## src/rtl/seq_isa_pkg.sv

```systemverilog
// Instruction-set and FSM definitions shared by the sequence controller
// and the downstream memory module.
package seq_isa_pkg;

  typedef enum logic [3:0] {
    OP_NOP     = 4'h0,
    OP_END     = 4'h1,
    OP_XOR     = 4'h2,
    OP_ADDI    = 4'h3,
    OP_BGE     = 4'h4,
    OP_JUMP    = 4'h5,
    OP_SMA     = 4'h6,
    OP_NOP_ALT = 4'hF
  } opcode_e;

  // Field positions are counted from the instruction LSB.
  localparam int OPC_LSB = 0;
  localparam int OPC_W   = 4;
  localparam int RA_LSB  = 4;
  localparam int IMM_LSB = 8;
  localparam int IMM_W   = 16;
  localparam int RB_LSB  = 24;

  typedef enum logic [1:0] {
    ST_IDLE,
    ST_FETCH,
    ST_EXEC,
    ST_ISSUE
  } state_e;

  // Opcodes 0110..1110 belong to the memory module and are handed off.
  function automatic logic is_mem_op(input logic [3:0] op);
    return (op >= 4'h6) && (op <= 4'hE);
  endfunction

endpackage

```

## src/rtl/seq_regfile.sv

```systemverilog
// Private register file: two combinational read ports, one write port,
// asynchronous active-high reset.
module seq_regfile #(
  parameter int WIDTH = 16,
  parameter int COUNT = 16,
  localparam int AW   = (COUNT > 1) ? $clog2(COUNT) : 1
) (
  input  logic             clk_in,
  input  logic             rst_in,
  input  logic [AW-1:0]    rd_a_addr_i,
  input  logic [AW-1:0]    rd_b_addr_i,
  input  logic             we_i,
  input  logic [AW-1:0]    wr_addr_i,
  input  logic [WIDTH-1:0] wr_data_i,
  output logic [WIDTH-1:0] rd_a_data_o,
  output logic [WIDTH-1:0] rd_b_data_o
);

  logic [WIDTH-1:0] regs_q [COUNT];

  // NOTE: this array is built from flops, not a RAM macro, so it can take
  // the asynchronous reset; a true SRAM could not be cleared this way.
  always_ff @(posedge clk_in or posedge rst_in) begin
    if (rst_in) begin
      for (int i = 0; i < COUNT; i++) regs_q[i] <= '0;
    end else if (we_i) begin
      regs_q[wr_addr_i] <= wr_data_i;
    end
  end

  assign rd_a_data_o = regs_q[rd_a_addr_i];
  assign rd_b_data_o = regs_q[rd_b_addr_i];

endmodule

```

## src/rtl/seq_controller.sv

```systemverilog
// Sequence controller: fetches instructions from an external RAM, executes
// local ALU/branch opcodes and hands memory opcodes off over valid/ready.
module seq_controller
  import seq_isa_pkg::*;
#(
  parameter int PRIVATE_REG_WIDTH = 16,
  parameter int PRIVATE_REG_COUNT = 16,
  parameter int INSTRUCTION_WIDTH = 32,
  parameter int INSTRUCTION_COUNT = 512,
  parameter int IMEM_LATENCY      = 2,
  localparam int IDX_W = $clog2(INSTRUCTION_COUNT),
  localparam int RA_W  = (PRIVATE_REG_COUNT > 1) ? $clog2(PRIVATE_REG_COUNT) : 1
) (
  input  logic                         clk_in,
  input  logic                         rst_in,
  input  logic                         start_in,
  output logic [IDX_W-1:0]             imem_addr_out,
  input  logic [INSTRUCTION_WIDTH-1:0] imem_data_in,
  output logic [INSTRUCTION_WIDTH-1:0] instr_out,
  output logic                         instr_valid_out,
  input  logic                         instr_ready_in,
  output logic                         busy_out,
  output logic                         done_out,
  output logic                         fault_out
);

  state_e                       state_q, state_d;
  logic [IDX_W-1:0]             pc_q, pc_d;
  logic [INSTRUCTION_WIDTH-1:0] instr_q, instr_d;
  logic [2:0]                   lat_q, lat_d;
  logic                         cmp_q, cmp_d;
  logic                         done_q, done_d;
  logic                         fault_q, fault_d;

  logic [OPC_W-1:0]             opcode;
  logic [RA_W-1:0]              ra, rb;
  logic [IMM_W-1:0]             imm;
  logic [PRIVATE_REG_WIDTH-1:0] ra_data, rb_data, wr_data;
  logic                         we;

  // Register indices take only the low bits, i.e. modulo the register count.
  assign opcode = instr_q[OPC_LSB +: OPC_W];
  assign ra     = instr_q[RA_LSB +: RA_W];
  assign rb     = instr_q[RB_LSB +: RA_W];
  assign imm    = instr_q[IMM_LSB +: IMM_W];

  seq_regfile #(
    .WIDTH (PRIVATE_REG_WIDTH),
    .COUNT (PRIVATE_REG_COUNT)
  ) u_regfile (
    .clk_in      (clk_in),
    .rst_in      (rst_in),
    .rd_a_addr_i (ra),
    .rd_b_addr_i (rb),
    .we_i        (we),
    .wr_addr_i   (ra),
    .wr_data_i   (wr_data),
    .rd_a_data_o (ra_data),
    .rd_b_data_o (rb_data)
  );

  // Advancing past the last program slot finishes the run like END.
  logic             at_last;
  state_e           adv_state;
  logic [IDX_W-1:0] adv_pc;

  assign at_last   = (pc_q == IDX_W'(INSTRUCTION_COUNT - 1));
  assign adv_state = at_last ? ST_IDLE : ST_FETCH;
  assign adv_pc    = at_last ? '0 : pc_q + 1'b1;

  // NOTE: every signal gets a default before the case so that no path
  // leaves one unassigned, which would infer a latch.
  always_comb begin
    state_d = state_q;
    pc_d    = pc_q;
    instr_d = instr_q;
    lat_d   = '0;
    cmp_d   = cmp_q;
    done_d  = 1'b0;
    fault_d = fault_q;
    we      = 1'b0;
    wr_data = '0;

    unique case (state_q)
      ST_IDLE: begin
        if (start_in) begin
          state_d = ST_FETCH;
          pc_d    = '0;
          fault_d = 1'b0;
        end
      end

      ST_FETCH: begin
        if (lat_q == 3'(IMEM_LATENCY)) begin
          instr_d = imem_data_in;
          state_d = ST_EXEC;
        end else begin
          lat_d = lat_q + 3'd1;
        end
      end

      ST_EXEC: begin
        state_d = adv_state;
        pc_d    = adv_pc;
        done_d  = at_last;
        case (opcode)
          OP_END: begin
            state_d = ST_IDLE;
            pc_d    = '0;
            done_d  = 1'b1;
          end
          OP_XOR: begin
            we      = 1'b1;
            wr_data = ra_data ^ rb_data;
          end
          OP_ADDI: begin
            we      = 1'b1;
            wr_data = rb_data + PRIVATE_REG_WIDTH'(imm);
          end
          OP_BGE: cmp_d = (ra_data >= rb_data);
          OP_JUMP: begin
            if (cmp_q) begin
              done_d = 1'b0;
              if ({16'h0, imm} >= 32'(INSTRUCTION_COUNT)) begin
                state_d = ST_IDLE;
                pc_d    = '0;
                fault_d = 1'b1;
              end else begin
                state_d = ST_FETCH;
                pc_d    = IDX_W'(imm);
              end
            end
          end
          default: begin
            if (is_mem_op(opcode)) begin
              state_d = ST_ISSUE;
              pc_d    = pc_q;
              done_d  = 1'b0;
            end
          end
        endcase
      end

      ST_ISSUE: begin
        if (instr_ready_in) begin
          state_d = adv_state;
          pc_d    = adv_pc;
          done_d  = at_last;
        end
      end

      default: state_d = ST_IDLE;
    endcase
  end

  // NOTE: state registers use non-blocking assignments so every flop
  // samples the pre-edge values regardless of statement order.
  always_ff @(posedge clk_in or posedge rst_in) begin
    if (rst_in) begin
      state_q <= ST_IDLE;
      pc_q    <= '0;
      instr_q <= '0;
      lat_q   <= '0;
      cmp_q   <= 1'b0;
      done_q  <= 1'b0;
      fault_q <= 1'b0;
    end else begin
      state_q <= state_d;
      pc_q    <= pc_d;
      instr_q <= instr_d;
      lat_q   <= lat_d;
      cmp_q   <= cmp_d;
      done_q  <= done_d;
      fault_q <= fault_d;
    end
  end

  assign imem_addr_out   = pc_q;
  assign instr_out       = instr_q;
  assign instr_valid_out = (state_q == ST_ISSUE);
  assign busy_out        = (state_q != ST_IDLE);
  assign done_out        = done_q;
  assign fault_out       = fault_q;

endmodule

```

## config.mk

```make
export PLATFORM = sky130hd
export DESIGN_NAME = seq_controller
export DESIGN_NICKNAME = d
export VERILOG_FILES = /design/src/rtl/seq_isa_pkg.sv /design/src/rtl/seq_regfile.sv /design/src/rtl/seq_controller.sv
export SDC_FILE = /design/constraint.sdc
export NUM_CORES = 1
export LEC_CHECK = 0
export CAP_MARGIN = 0
export CORE_ASPECT_RATIO = 1.25
export CORE_UTILIZATION = 55
export CTS_CLUSTER_DIAMETER = 80
export DETAILED_ROUTE_END_ITERATION = 10
export GPL_TIMING_DRIVEN = 0
export HOLD_SLACK_MARGIN = 0.12
export PLACE_DENSITY = 0.73
export SLEW_MARGIN = 20
export SYNTH_ARGS = -nofsm -noshare
export SYNTH_HDL_FRONTEND = slang
export SYNTH_HIERARCHICAL = 1
export SYNTH_SLANG_ARGS = --single-unit
```

## constraint.sdc

```tcl
create_clock -name clk_in -period 17.8 [get_ports clk_in]
set_clock_uncertainty 0.05 [all_clocks]
set_input_delay 1.78 -clock clk_in [delete_from_list [all_inputs] [get_ports clk_in]]
set_output_delay 1.78 -clock clk_in [all_outputs]
set_load 0.03 [all_outputs]
```

==> results of run 1 <==
how the worst max path moves through the flow:
| stage | startpoint | end |
|---|---|---|
| 3_5_place_dp | instr_out[25] | u_regfile/regs_q[172] |
| 3_3_place_gp | rst_in | u_regfile/regs_q[220] |
| 5_1_grt | instr_out[25] | u_regfile/regs_q[190] |
| 4_1_cts | instr_out[25] | u_regfile/regs_q[172] |
| 2_1_floorplan | rst_in | u_regfile/regs_q[0] |
| 6_report | instr_out[25] | u_regfile/regs_q[172] |
routing by layer:
layer	vias to the layer above	track usage, %	routed length, µm
li1	4996	-	-
met2	490	51.1	22900
met4	0	12.8	1790
met1	5945	35.8	17400
met5	-	0	0
met3	98	5.17	3020
synth_stat cells, types with 7 or more instances:
| cell type | number | area (µm²) |
|---|---|---|
| clkbuf_1 | 31 | 116 |
| o21ai_1 | 13 | 65.1 |
| nor2b_1 | 15 | 93.8 |
| ha_1 | 38 | 475 |
| a21oi_1 | 34 | 170 |
| a22oi_1 | 65 | 488 |
| nand2_1 | 53 | 199 |
| buf_2 | 55 | 275 |
| dfrtp_1 | 305 | 7630 |
| nand2b_1 | 17 | 106 |
| mux4_2 | 128 | 2880 |
| nor2_1 | 52 | 195 |
| o21ai_0 | 16 | 80.1 |
| xnor2_1 | 7 | 61.3 |
| nand3_1 | 12 | 60.1 |
| a21o_1 | 9 | 67.6 |
| mux2_1 | 30 | 338 |
| mux2_2 | 256 | 2880 |
| inv_1 | 30 | 113 |
critical path: stages, from the launching register on:
cell	delay (ns)
dfrtp_1	0.37
buf_2	0.38
buf_2	0.40
buf_2	0.46
mux4_2	0.38
a22oi_1	0.22
nand2_1	0.14
ha_1	0.22
inv_1	0.07
fa_1	0.17
nand2b_1	0.15
a21oi_1	0.13
o41ai_2	0.48
o211ai_2	0.20
a21oi_1	0.22
xor2_1	0.09
a211oi_1	0.90
clkbuf_1	0.49
mux2_2	0.25
logic make-up (layout without fill, tap and decap cells):
kind of cell | Yosys count | count (layout) | share of synthesized area (%)
and+or+nand+nor | 187 | 187 | 5.41
AOI/OAI and AO/OA | 168 | 168 | 6.84
muxes | 417 | 417 | 36.0
buffers and inverters | 128 | 268 | 3.38
adders and majority gates | 39 | 39 | 2.91
DFF | 305 | 305 | 44.8
xor gates and xnor gates | 12 | 12 | 0.617
through the flow:
| stage | hold WS, ns | util (%) | worst slack (ns) |
|---|---|---|---|
| 5_1_grt | 0.481 | 64.0 | 11.65 |
| 4_1_cts | 0.461 | 64.0 | 12.04 |
| 2_1_floorplan | 0.427 | - | 8.93 |
| 3_5_place_dp | 0.446 | 60.8 | 12.07 |
| 3_3_place_gp | 0.436 | 60.5 | 5.79 |
| 6_report | 0.460 | 64.0 | 11.95 |
final cells by class:
class,instances,area [µm²]
plain buffers,96,455
clock buffers,38,832
clock inverters,19,150
fillers,2235,10900
inverters,32,128
multi-input cells,823,8820
flip-flops and latches,305,7630
well taps,401,502
repair buffers,83,876
flip-flops by register name (all words and copies together), names as in the netlist:
name and cells:
fault_out 1, done_out 1, state_q 2, instr_out 32, cmp_q 1, imem_addr_out 9, lat_q 3, u_regfile/regs_q 256
where the power goes:
part           leakage (nW)  switching, mW  internal [mW]
registers              4.21         0.0652          0.743
clock network         0.484          0.285          0.349
logic                  4.17          0.543          0.326
==> metrics, run 1 <==
Final period util 32.9%; Layout area overhead 13.9%; layout cell share with drive strength beyond 1 a little under two fifths; Hold Path Depth 1; CTS tree yes; Placed Area 0.0184 mm²; core area 0.0303 mm²; achievable clock frequency 171 MHz; Finish-stage setup viols 0; Final #Nets 1447; starting density of the core 56.2%; Final ANT Viol Nets 0; area of the die 0.0317 mm²; initial antenna violation count 0; peak supply drop 0.0000841 V; CTS root buf clkbuf_16; Post-Syn Area 0.0170 mm²; first-pass GRT wire length 69.6 mm; CP Capture Type register; Std-Cell Rows 71; endpoints failing hold 0; min cycle time layout 5.85 ns; DRC errors left 0; post-CTS setup buffer count 0; vias per cell ~6.4; remaining global-route overflow 0; most common cell after layout, fill and taps aside dfrtp_1; Design Area, Final roughly 0.019 mm²; Final Slew Violations 0; Die Span Y between 150 and 200 µm; Arr. time, crit path 6.31 ns; Worst Tran Pin Value 1.08 ns; Post-synth EDFFs 0; Port Buffers 80; syn avg cell area 13.6 µm²; commonest cells after routing, fill and taps aside dfrtp_1 (305), mux2_2 (256), mux4_2 (128), clkdlybuf4s50_1 (80), a22oi_1 (65); H-tree levels 1; worst skew pair latency 0.59 ns; Cell Pwr Density roughly 120 mW/mm²; Rel. slew slack 27.6%; Seq/Total Area, Yosys 44.8%; total chip power 2.31 mW; clock buffer depth 3; Crit Path Class reg2reg; reg2reg path depth 18; Total GRT Usage between 20% and 30%; post-CTS resize count 0; First-pass DRT Iterations 5; startpoint types register; clock buffers created by TritonCTS 31; Yosys reg bits around 310; Synthesis Warnings 6; Synth Instances about 1300; P_leak 8.86 nW; Wirelength per Cell 25.1 µm; I/O Pins 81; hold_buf cts 0; Reg2Reg Setup Slack around 12 ns; post-DP HPWL around 33 mm; Die Wd 159 µm; predominant post-synthesis flop cell dfrtp_1; RR Startpoint instr_out[25]; post-synthesis cell type count 64; Setup TNS 0 ns; clock slew seen by the registers of the worst setup and hold paths 0.07 ns; Non-Filler Instances approximately 1800; Async SR Flop Fraction 100%; Worst Hold Launch instr_out[31]; Hold Path Class reg2reg; largest net degree at the start of global routing 107; Ant. Diodes 0; Data required, critical path 18.25 ns; Clock Sinks a little over 300; GP Congestion 0.922; Post-Route WL around 45 mm; Placed Instances 1740; max-cap violations 0; Hold EP instr_out[31]; RSZ-0062 raised after global routing no; Reg-to-Reg End u_regfile/regs_q[172]; vias 11500; vias in the first global route ~12000; status finished clean; 1st-iter DRT viols 950; Post-Syn Nets 1331; CP max FO 10
No activity file was read; power rests on OpenSTA's default activity.
==> run 2, diff against run 1 <==
--- a/config.mk
+++ b/config.mk
@@ -12,7 +12,7 @@
 export DETAILED_ROUTE_END_ITERATION = 10
 export GPL_TIMING_DRIVEN = 0
 export HOLD_SLACK_MARGIN = 0.12
-export PLACE_DENSITY = 0.73
+export PLACE_DENSITY = 0.76
 export SLEW_MARGIN = 20
 export SYNTH_ARGS = -nofsm -noshare
 export SYNTH_HDL_FRONTEND = slang
==> constraint.sdc (replaced) <==
create_clock -name clk_in -period 4.9 [get_ports clk_in]
set_clock_uncertainty 0.05 [all_clocks]
set_input_delay 0.49 -clock clk_in [delete_from_list [all_inputs] [get_ports clk_in]]
set_output_delay 0.49 -clock clk_in [all_outputs]
set_load 0.03 [all_outputs]
==> metrics, run 2 (synthesis gave the netlist of run 1 again) <==
max-cap violations 0 (unchanged); Die Wd 159 µm (unchanged); Std-Cell Rows 71 (unchanged); Non-Filler Instances 1803 (+0.33%); commonest cells after routing, fill and taps aside dfrtp_1 (305), mux2_2 (256), mux4_2 (128), clkdlybuf4s50_1 (80), a22oi_1 (65); min cycle time layout 4.76 ns (-1.10 ns); post-DP HPWL 33.6 mm (+3.3%); CTS root buf clkbuf_16; vias in the first global route 12200 (+3.4%); worst skew pair latency 0.58 ns (about the same); area of the die 0.0317 mm² (unchanged); CTS tree yes; DRC errors left 0 (unchanged); Final #Nets 1454 (+0.48%); Largest register FFs 256 (unchanged); status finished clean; CP max FO 10 (unchanged); Post-Route WL 46.0 mm (+2.1%); Die Span Y 199 µm (unchanged); first-pass GRT wire length 71.9 mm (+3.3%); layout cell share with drive strength beyond 1 39.0% (+1.8 points); CP Capture Type register; Biggest register u_regfile/regs_q; starting density of the core 56.2% (unchanged); Crit Path Class reg2reg; Wirelength per Cell 25.5 µm (+1.8%); Hold Path Class in2async; 1st-iter DRT viols 937 (-1.4%); H-tree levels 1 (unchanged); First-pass DRT Iterations 6 (+1); most common cell after layout, fill and taps aside dfrtp_1; Clock Sinks 305 (unchanged); core area 0.0303 mm² (unchanged); Post-Route M1 WL 17.7 mm (+2.1%); startpoint types register; Total GRT Usage 30.1% (+0.86 points); Worst Tran Pin Value 1.06 ns (-0.0192 ns); Layout area overhead 16.2%; P_leak 9.06 nW (+2.2%); I/O Pins 81 (unchanged); Data required, critical path 5.36 ns (-12.89 ns); clock buffers created by TritonCTS 30 (-3.2%); Detail Route met3 WL 2.79 mm (-7.4%); Rel. slew slack 28.9% (+1.3 points); Placed Instances 1746 (+0.34%); initial antenna violation count 0 (unchanged); GP Congestion 0.927 (+0.49%); Port Buffers 80 (unchanged); remaining global-route overflow 0 (unchanged); Ant. Diodes 0 (unchanged); largest net degree at the start of global routing 36 (-66%); RSZ-0062 raised after global routing no; Setup TNS 0 ns (unchanged); Final period util 97.1% (+64 points); peak supply drop 0.000331 V (+290%); Final Slew Violations 0 (unchanged); Arr. time, crit path 5.22 ns (-1.09 ns); Cell Pwr Density 445 mW/mm² (+270%); vias per cell 6.57 (+2.4%); vias 11800 (+2.8%); wire length on met2 23.6 mm (+3.3%); Final ANT Viol Nets 0 (unchanged); clock buffer depth 3 (unchanged); Finish-stage setup viols 0 (unchanged); clock slew seen by the registers of the worst setup and hold paths 0.06 ns (about the same); achievable clock frequency 210 MHz (+23%); endpoints failing hold 0 (unchanged); top sig layer met4
==> run 2: cell types whose count changed in the layout (fill, tap and decap cells not counted), sizes merged <==
cell      change
buf           +7
bufinv        +6
clkbuf        +2
clkinv        -3
clkinvlp      -2
inv           -4
==> run 2: area by class of cell <==
cell class	count	area, µm²
plain buffers	96	515
clock buffers	39	856
clock inverters	16	263
fillers	2124	10500
inverters	32	124
multi-input cells	823	8880
flip-flops and latches	305	7630
well taps	401	502
repair buffers	91	1000
==> run 2: timing repair <==
item,4_1_cts,5_1_grt
buffers inserted,0,2
hold buffers,0,0
gates cloned,0,0
pin swaps,1,2
endpoints found under the setup margin,127,90
resized for setup,25,25
==> run 2: report_power, final <==
part	switching, mW	internal [mW]
Sequential	0.240	2.70
Clock	1.01	1.59
Combinational	2.02	1.24
==> run 2: critical path, cell delays in order, from the launching register on <==
cell      delay [ns]
dfrtp_1         0.38
buf_4           0.27
buf_4           0.36
mux4_2          0.57
a22oi_1         0.28
nand2_1         0.16
ha_1            0.34
and3_1          0.20
a221oi_2        0.38
a211oi_2        0.16
nor2_1          0.15
a21oi_1         0.08
nor2_1          0.56
clkbuf_1        0.48
mux2_2          0.25
==> run 2: final timing paths <==
path                            startpoint                    end  slack (ns)  depth (start not counted)
max reg2reg                  instr_out[24]  u_regfile/regs_q[153]        0.14                         14
min in group clk_in        imem_data_in[1]           instr_out[1]        0.46                          3
max in group asynchronous           rst_in   u_regfile/regs_q[48]        3.22                          6
min                                 rst_in           instr_out[6]        0.23                          2
max                          instr_out[24]  u_regfile/regs_q[153]        0.14                         14
min reg2reg                  instr_out[31]          instr_out[31]        0.46                          1
==> run 2: layer usage <==
layer	global-route usage, %	up-vias
li1	-	5002
met1	37.3	6179
met2	53.2	545
met3	4.27	122
met4	12.6	0
met5	0	-
==> run 2: metrics by stage <==
stage | setup WS [ns] | hold WS (ns) | utilization (%) | total power, mW | cell area, µm²
finish | 0.141 | 0.229 | 65.3 | 8.81 | 19800
global route | 0.00664 | 0.264 | 65.3 | 9.12 | 19800
global placement | -0.847 | 0.437 | 60.5 | 6.05 | 18300
CTS | 0.00344 | 0.234 | 65.1 | 8.80 | 19700
detailed placement | -0.779 | 0.450 | 61.1 | 6.12 | 18500
floorplan | 0.661 | 0.427 | - | 4.99 | 17000
